**config.mk**
```make
export PLATFORM = sky130hd
export DESIGN_NAME = calc1_req_driver
export DESIGN_NICKNAME = d
export VERILOG_FILES = /design/src/rtl/calc1_req_driver.sv
export SDC_FILE = /design/constraint.sdc
export NUM_CORES = 1
export LEC_CHECK = 0
export ABC_AREA = 1
export CORE_MARGIN = 2
export CORE_UTILIZATION = 60
export DETAILED_ROUTE_END_ITERATION = 16
export DONT_BUFFER_PORTS = 1
export GPL_TIMING_DRIVEN = 0
export HOLD_SLACK_MARGIN = 0.05
export PLACE_DENSITY = 0.76
export SYNTH_ARGS = -nofsm -noshare
export SYNTH_HDL_FRONTEND = slang
export SYNTH_SLANG_ARGS = --single-unit
```
**constraint.sdc**
```tcl
create_clock -name c_clk -period 5.15 [get_ports c_clk]
set_input_delay 0.7725 -clock c_clk [delete_from_list [all_inputs] [get_ports c_clk]]
set_output_delay 0.7725 -clock c_clk [all_outputs]
set_load 0.05 [all_outputs]
```
**src/rtl/calc1_req_driver.sv**
```systemverilog
// calc1_req_driver: requester for one calc1 port. It accepts a host operation,
// drives the two-cycle cmd/data request, waits for out_resp with a timeout, and
// checks the response against a golden model of the calc1 arithmetic.
// Vectors use ascending ranges so that bit 0 is the MSB, matching calc1.
module calc1_req_driver #(
    parameter int unsigned TIMEOUT = 16,
    parameter int unsigned CNT_W   = 8
) (
    input  logic        c_clk,
    input  logic        reset,
    input  logic        op_valid,
    output logic        op_ready,
    input  logic [0:3]  op_cmd,
    input  logic [0:31] op_data1,
    input  logic [0:31] op_data2,
    output logic [0:3]  req_cmd_out,
    output logic [0:31] req_data_out,
    input  logic [0:1]  out_resp,
    input  logic [0:31] out_data,
    output logic        rsp_valid,
    output logic [0:1]  rsp_code,
    output logic [0:31] rsp_data,
    output logic        rsp_mismatch,
    output logic        rsp_timeout,
    output logic        stray_resp
);

    localparam logic [0:3] CMD_NOP = 4'd0;
    localparam logic [0:3] CMD_ADD = 4'd1;
    localparam logic [0:3] CMD_SUB = 4'd2;
    localparam logic [0:3] CMD_SHL = 4'd5;
    localparam logic [0:3] CMD_SHR = 4'd6;

    localparam logic [0:1] RESP_NONE = 2'd0;
    localparam logic [0:1] RESP_OK   = 2'd1;
    localparam logic [0:1] RESP_ERR  = 2'd2;

    // Last WAIT count: TIMEOUT WAIT cycles are allowed in total.
    localparam logic [CNT_W-1:0] LAST_CNT = CNT_W'(TIMEOUT - 1);

    typedef enum logic [2:0] {
        S_IDLE,
        S_CMD,
        S_DATA,
        S_WAIT,
        S_DONE
    } state_t;

    state_t state;
    state_t next_state;

    logic             accept;
    logic [CNT_W-1:0] cnt;

    logic [0:3]  cmd_q;
    logic [0:31] d1_q;
    logic [0:31] d2_q;

    logic [0:32] sum;
    logic [0:1]  exp_code;
    logic [0:31] exp_data;

    logic        op_ready_d;
    logic [0:3]  req_cmd_d;
    logic [0:31] req_data_d;
    logic        rsp_valid_d;
    logic [0:1]  rsp_code_d;
    logic [0:31] rsp_data_d;
    logic        rsp_mismatch_d;
    logic        rsp_timeout_d;
    logic        stray_d;

    assign accept = op_valid && op_ready && (state == S_IDLE);

    // State register; reset abandons any in-flight operation.
    always_ff @(posedge c_clk) begin
        if (!reset) begin
            state <= S_IDLE;
        end else begin
            state <= next_state;
        end
    end

    // Next-state logic for the request sequence.
    always_comb begin
        next_state = state;
        case (state)
            S_IDLE: begin
                if (accept) begin
                    next_state = (op_cmd == CMD_NOP) ? S_DONE : S_CMD;
                end
            end
            S_CMD:  next_state = S_DATA;
            S_DATA: next_state = S_WAIT;
            S_WAIT: begin
                if ((out_resp != RESP_NONE) || (cnt == LAST_CNT)) begin
                    next_state = S_DONE;
                end
            end
            S_DONE:  next_state = S_IDLE;
            default: next_state = S_IDLE;
        endcase
    end

    // Golden model of calc1, evaluated on the latched operands.
    always_comb begin
        sum      = {1'b0, d1_q} + {1'b0, d2_q};
        exp_code = RESP_ERR;
        exp_data = '0;
        case (cmd_q)
            CMD_ADD: begin
                if (!sum[0]) begin
                    exp_code = RESP_OK;
                    exp_data = sum[1:32];
                end
            end
            CMD_SUB: begin
                if (d1_q >= d2_q) begin
                    exp_code = RESP_OK;
                    exp_data = d1_q - d2_q;
                end
            end
            CMD_SHL: begin
                exp_code = RESP_OK;
                exp_data = d1_q << d2_q[27:31];
            end
            CMD_SHR: begin
                exp_code = RESP_OK;
                exp_data = d1_q >> d2_q[27:31];
            end
            default: begin
                exp_code = RESP_ERR;
                exp_data = '0;
            end
        endcase
    end

    // Output decode: next values of every registered output, keyed by the state being entered.
    always_comb begin
        op_ready_d     = (next_state == S_IDLE);
        req_cmd_d      = '0;
        req_data_d     = '0;
        rsp_valid_d    = 1'b0;
        rsp_code_d     = RESP_NONE;
        rsp_data_d     = '0;
        rsp_mismatch_d = 1'b0;
        rsp_timeout_d  = 1'b0;
        stray_d        = (state != S_WAIT) && (out_resp != RESP_NONE);
        case (next_state)
            S_CMD: begin
                // CMD is only entered from an accept, so the host inputs are current.
                req_cmd_d  = op_cmd;
                req_data_d = op_data1;
            end
            S_DATA: begin
                req_data_d = d2_q;
            end
            S_DONE: begin
                rsp_valid_d = 1'b1;
                if (state == S_WAIT) begin
                    if (out_resp != RESP_NONE) begin
                        rsp_code_d     = out_resp;
                        rsp_data_d     = out_data;
                        rsp_mismatch_d = (out_resp != exp_code) ||
                                         ((exp_code == RESP_OK) && (out_data != exp_data));
                    end else begin
                        rsp_timeout_d  = 1'b1;
                        rsp_mismatch_d = 1'b1;
                    end
                end
            end
            default: begin
                req_cmd_d = '0;
            end
        endcase
    end

    // Output registers.
    always_ff @(posedge c_clk) begin
        if (!reset) begin
            op_ready     <= 1'b0;
            req_cmd_out  <= '0;
            req_data_out <= '0;
            rsp_valid    <= 1'b0;
            rsp_code     <= '0;
            rsp_data     <= '0;
            rsp_mismatch <= 1'b0;
            rsp_timeout  <= 1'b0;
            stray_resp   <= 1'b0;
        end else begin
            op_ready     <= op_ready_d;
            req_cmd_out  <= req_cmd_d;
            req_data_out <= req_data_d;
            rsp_valid    <= rsp_valid_d;
            rsp_code     <= rsp_code_d;
            rsp_data     <= rsp_data_d;
            rsp_mismatch <= rsp_mismatch_d;
            rsp_timeout  <= rsp_timeout_d;
            stray_resp   <= stray_d;
        end
    end

    // Operand capture on accept.
    always_ff @(posedge c_clk) begin
        if (!reset) begin
            cmd_q <= '0;
            d1_q  <= '0;
            d2_q  <= '0;
        end else if (accept) begin
            cmd_q <= op_cmd;
            d1_q  <= op_data1;
            d2_q  <= op_data2;
        end
    end

    // WAIT cycle counter, cleared while the second request beat is on the bus.
    always_ff @(posedge c_clk) begin
        if (!reset) begin
            cnt <= '0;
        end else if (state == S_DATA) begin
            cnt <= '0;
        end else if (state == S_WAIT) begin
            cnt <= cnt + CNT_W'(1);
        end
    end

endmodule

```
==> metrics.yaml <==
floorplanning:
  floorplan.initialDensity_pct: 61.1
  chipWidth_um: 159
  die_h_um: 159
  i_o_pin_total: 180
  die-area_sq_um: 25200
  fp-row-count: 56
  placeable_core_region_sq_um: 23500
global_route:
  grt_start_max_net_pins: 17
  number_of_global_route_vias_before_repair: 16407
  grt_overflow_total: 0
  antenna_found_initial: 0
  grt_first_pass_wirelength_um: 91900
  track_usage_pct: 47.0
detailed_routing:
  vias: 18178
  vias_per_cell: 6.12
  wl_met3_um: 11000
  drt_wl_total_um: 61300
  drcViolationCount: 0
  detailedRoute.firstPassIterationCount: 8
  first_drt_iteration_drcs: 2801
  routedWlPerCell_um: 20.6
  wl_met2_um: 22700
  route.layer.met1.wl_um: 23700
  drt.antenna.violating_nets: 0
  top_layer: "met4"
clock_network:
  clkTransAtPathRegs_ns: 0.07
  clock_latency_on_the_worst_skew_pair_ns: 0.46
  post_cts_setup_driven_buffer_insertion_count: 0
  tritoncts_num_sinks: 154
  holdBufCountCts: 0
  htree_levels: 4
  cts_made_buffers: 17
  max-clock-path-buffers: 2
  cts_repair_resize_count: 0
  clock_tree_from_tritoncts: "built"
  clock-root-buffer: "clkbuf_16"
logic_synthesis:
  async_flop_share_pct: 0
  yosysWarningCount: 0
  netlist_area_sq_um: 14400
  syn_avg_cell_area_sq_um: 5.49
  seq_area_frac_synth_pct: 21.4
  synth-edff-count: 0
  synth_cells: 2621
  yosys_register_bits: 154
  synth_nets: 2794
  dominantRegCellSynth: "dfxtp_1"
  synthDistinctLibCells: 39
timing:
  timing.final.max_slew_violations: 0
  setup_viol: 0
  fmaxAchievable_mhz: 225
  grt_setup_unrepaired: "false"
  min_period_ns: 4.45
  skew_ns: 0.0182
  slew_headroom_pct: 26.5
  worst_hold_slack_ns: 0.432
  report.final.hold_viol_count: 0
  worstMarginPinSlew_ns: 1.09
  layout_worst_path_cycle_share_pct: 86.4
  fin_setup_tns_ns: 0
worst_setup_path:
  reg2reg_depth: 26
  type_of_element_launching_the_critical_path: "flop"
  data_arrival_at_the_endpoint_of_the_critical_path_ns: 4.78
  reg2reg_from: "d2_q[29]"
  crit-reg2reg-capture: "rsp_mismatch"
  setup.worst_path.class: "reg -> reg"
  worst_setup_path_end_kind: "flop"
  worst_ep_required_time_ns: 5.48
  cp_top_family: "simple AND/OR/NAND/NOR gates"
  critPathMaxFanout: 10
  worst-path-buf-inv: 6
  cell_with_the_biggest_individual_delay_on_the_critical_path: "buf_1"
  timing.reg2reg.setup_slack_ns: 0.70
  critical-path-top-cell-by-count: "nand2_1"
  critical_path.max_stage_delay_ns: 0.64
place:
  place_congestion: 1.14
  io_buffers: 0
  dp_hpwl_um: 49600
cells_and_area:
  final_layout_size_suffix_gt1_share_pct: 3.54
  n_fill_cell: 2315
  diodes: 0
  finish.utilization_pct: 65.4
  nNetsFinal: 2813
  layout-area-overhead-vs-synth_pct: 6.96
pwr:
  pwr_density_cell_nw_per_um2: 405
  power.leakage_nw: 8.01
  vdd.ir_drop.worst_v: 0.000257
  total_power_mw: 6.24
run_status:
  status: "completed"
hold_path:
  min_delay_path_depth: 2
  worstHoldStart: "out_resp[1]"
  hp-class: "in -> reg"
  min_delay_worst_endpoint: "rsp_code[1]"
flow_run:
  max_cap_violations: 0
==> cells in the final DEF, fill, tap and decap left out, drive strengths merged <==
cell,netlist,final
clkinv,0,2
o21ai,105,105
o211ai,13,13
nor3b,1,1
nand3,372,372
ha,66,66
xor2,27,27
bufinv,0,2
nand2,833,833
nor2,340,340
xnor2,1,1
mux2i,1,1
o21bai,9,9
a31oi,5,5
buf,62,62
and3,3,3
clkbuf,55,73
clkinvlp,0,2
a21oi,135,135
a21boi,1,1
dfxtp,154,154
nor3,14,14
nand3b,8,8
a41oi,1,1
nor4,6,6
and2,17,17
fa,2,2
a21o,2,2
nand4,60,60
inv,328,336
==> cells by family (layout without fill, tap and decap cells) <==
group           after synthesis  in the layout  share of synthesized area [%]
compound gates              271            271                           10.1
mux                           1              1                         0.0696
xor+xnor                     28             28                           1.70
simple gates               1654           1654                           48.5
fa+ha+maj                    68             68                           6.02
flops                       154            154                           21.4
buf+inv                     445            477                           12.2
==> through the flow <==
| stage | worst slack, ns | instances | instance area (sq um) |
|---|---|---|---|
| detailed placement | 0.946 | 2940 | 14800 |
| global route | 0.586 | 2972 | 15400 |
| global placement | 0.975 | 2940 | 14800 |
| floorplan | 2.23 | 2621 | 14400 |
| CTS | 0.940 | 2972 | 15400 |
| finish | 0.703 | 2972 | 15400 |
==> worst max-delay path by stage <==
stage / from / to / slack [ns] / cells after the start
floorplan: d2_q[29] / rsp_mismatch / 2.23 / 27
global placement: d2_q[29] / rsp_mismatch / 0.98 / 26
detailed placement: d2_q[29] / rsp_mismatch / 0.95 / 26
CTS: d2_q[29] / rsp_mismatch / 0.94 / 26
global route: d2_q[29] / rsp_mismatch / 0.59 / 26
finish: d2_q[29] / rsp_mismatch / 0.70 / 26
==> area by class of cell <==
type                    instances  area (sq um)  area share (%)
multi-input cells            2022          9550            62.1
well taps                     319           399            2.59
plain buffers                 117           523            3.40
clock inverters                14           173            1.12
inverters                     328          1230            8.00
clock buffers                  18           429            2.79
flip-flops and latches        154          3080            20.0
==> cells in the mapped netlist (all sizes together) (6+ instances only) <==
cell	n	share of area, %
nand2	833	22
nand3	372	13
nor2	340	9.1
inv	328	8.6
dfxtp	154	21
a21oi	135	4.8
o21ai	105	3.7
ha	66	5.7
buf	62	2.2
nand4	60	2.6
clkbuf	55	1.5
xor2	27	1.6
and2	17	0.74
nor3	14	0.49
o211ai	13	0.68
o21bai	9	0.47
nand3b	8	0.42
nor4	6	0.26
==> sequential cells by signal (all words and copies together) (netlist names) <==
| register | count |
|---|---|
| stray_resp | 1 |
| req_cmd_out | 4 |
| d2_q | 32 |
| cmd_q | 4 |
| cnt | 8 |
| d1_q | 32 |
| state | 3 |
| rsp_data | 32 |
| rsp_timeout | 1 |
| req_data_out | 32 |
| rsp_code | 2 |
| op_ready | 1 |
| rsp_valid | 1 |
| rsp_mismatch | 1 |
==> power breakdown <==
| part | total (mW) | switching [mW] | leakage (nW) | internal, mW |
|---|---|---|---|---|
| clock network | 1.38 | 0.645 | 0.290 | 0.737 |
| logic | 3.33 | 2.41 | 6.47 | 0.919 |
| registers | 1.53 | 0.234 | 1.25 | 1.29 |
| total | 6.24 | 3.29 | 8.01 | 2.95 |
==> per-layer routing <==
metal | vias to the layer above | global-route usage, %
li1 | 8400 | -
met3 | 222 | 18.1
met4 | 0 | 24.8
met1 | 8105 | 63.6
met5 | - | 0
met2 | 1451 | 64.0
Note: power is estimated with default switching activity, not from simulation.
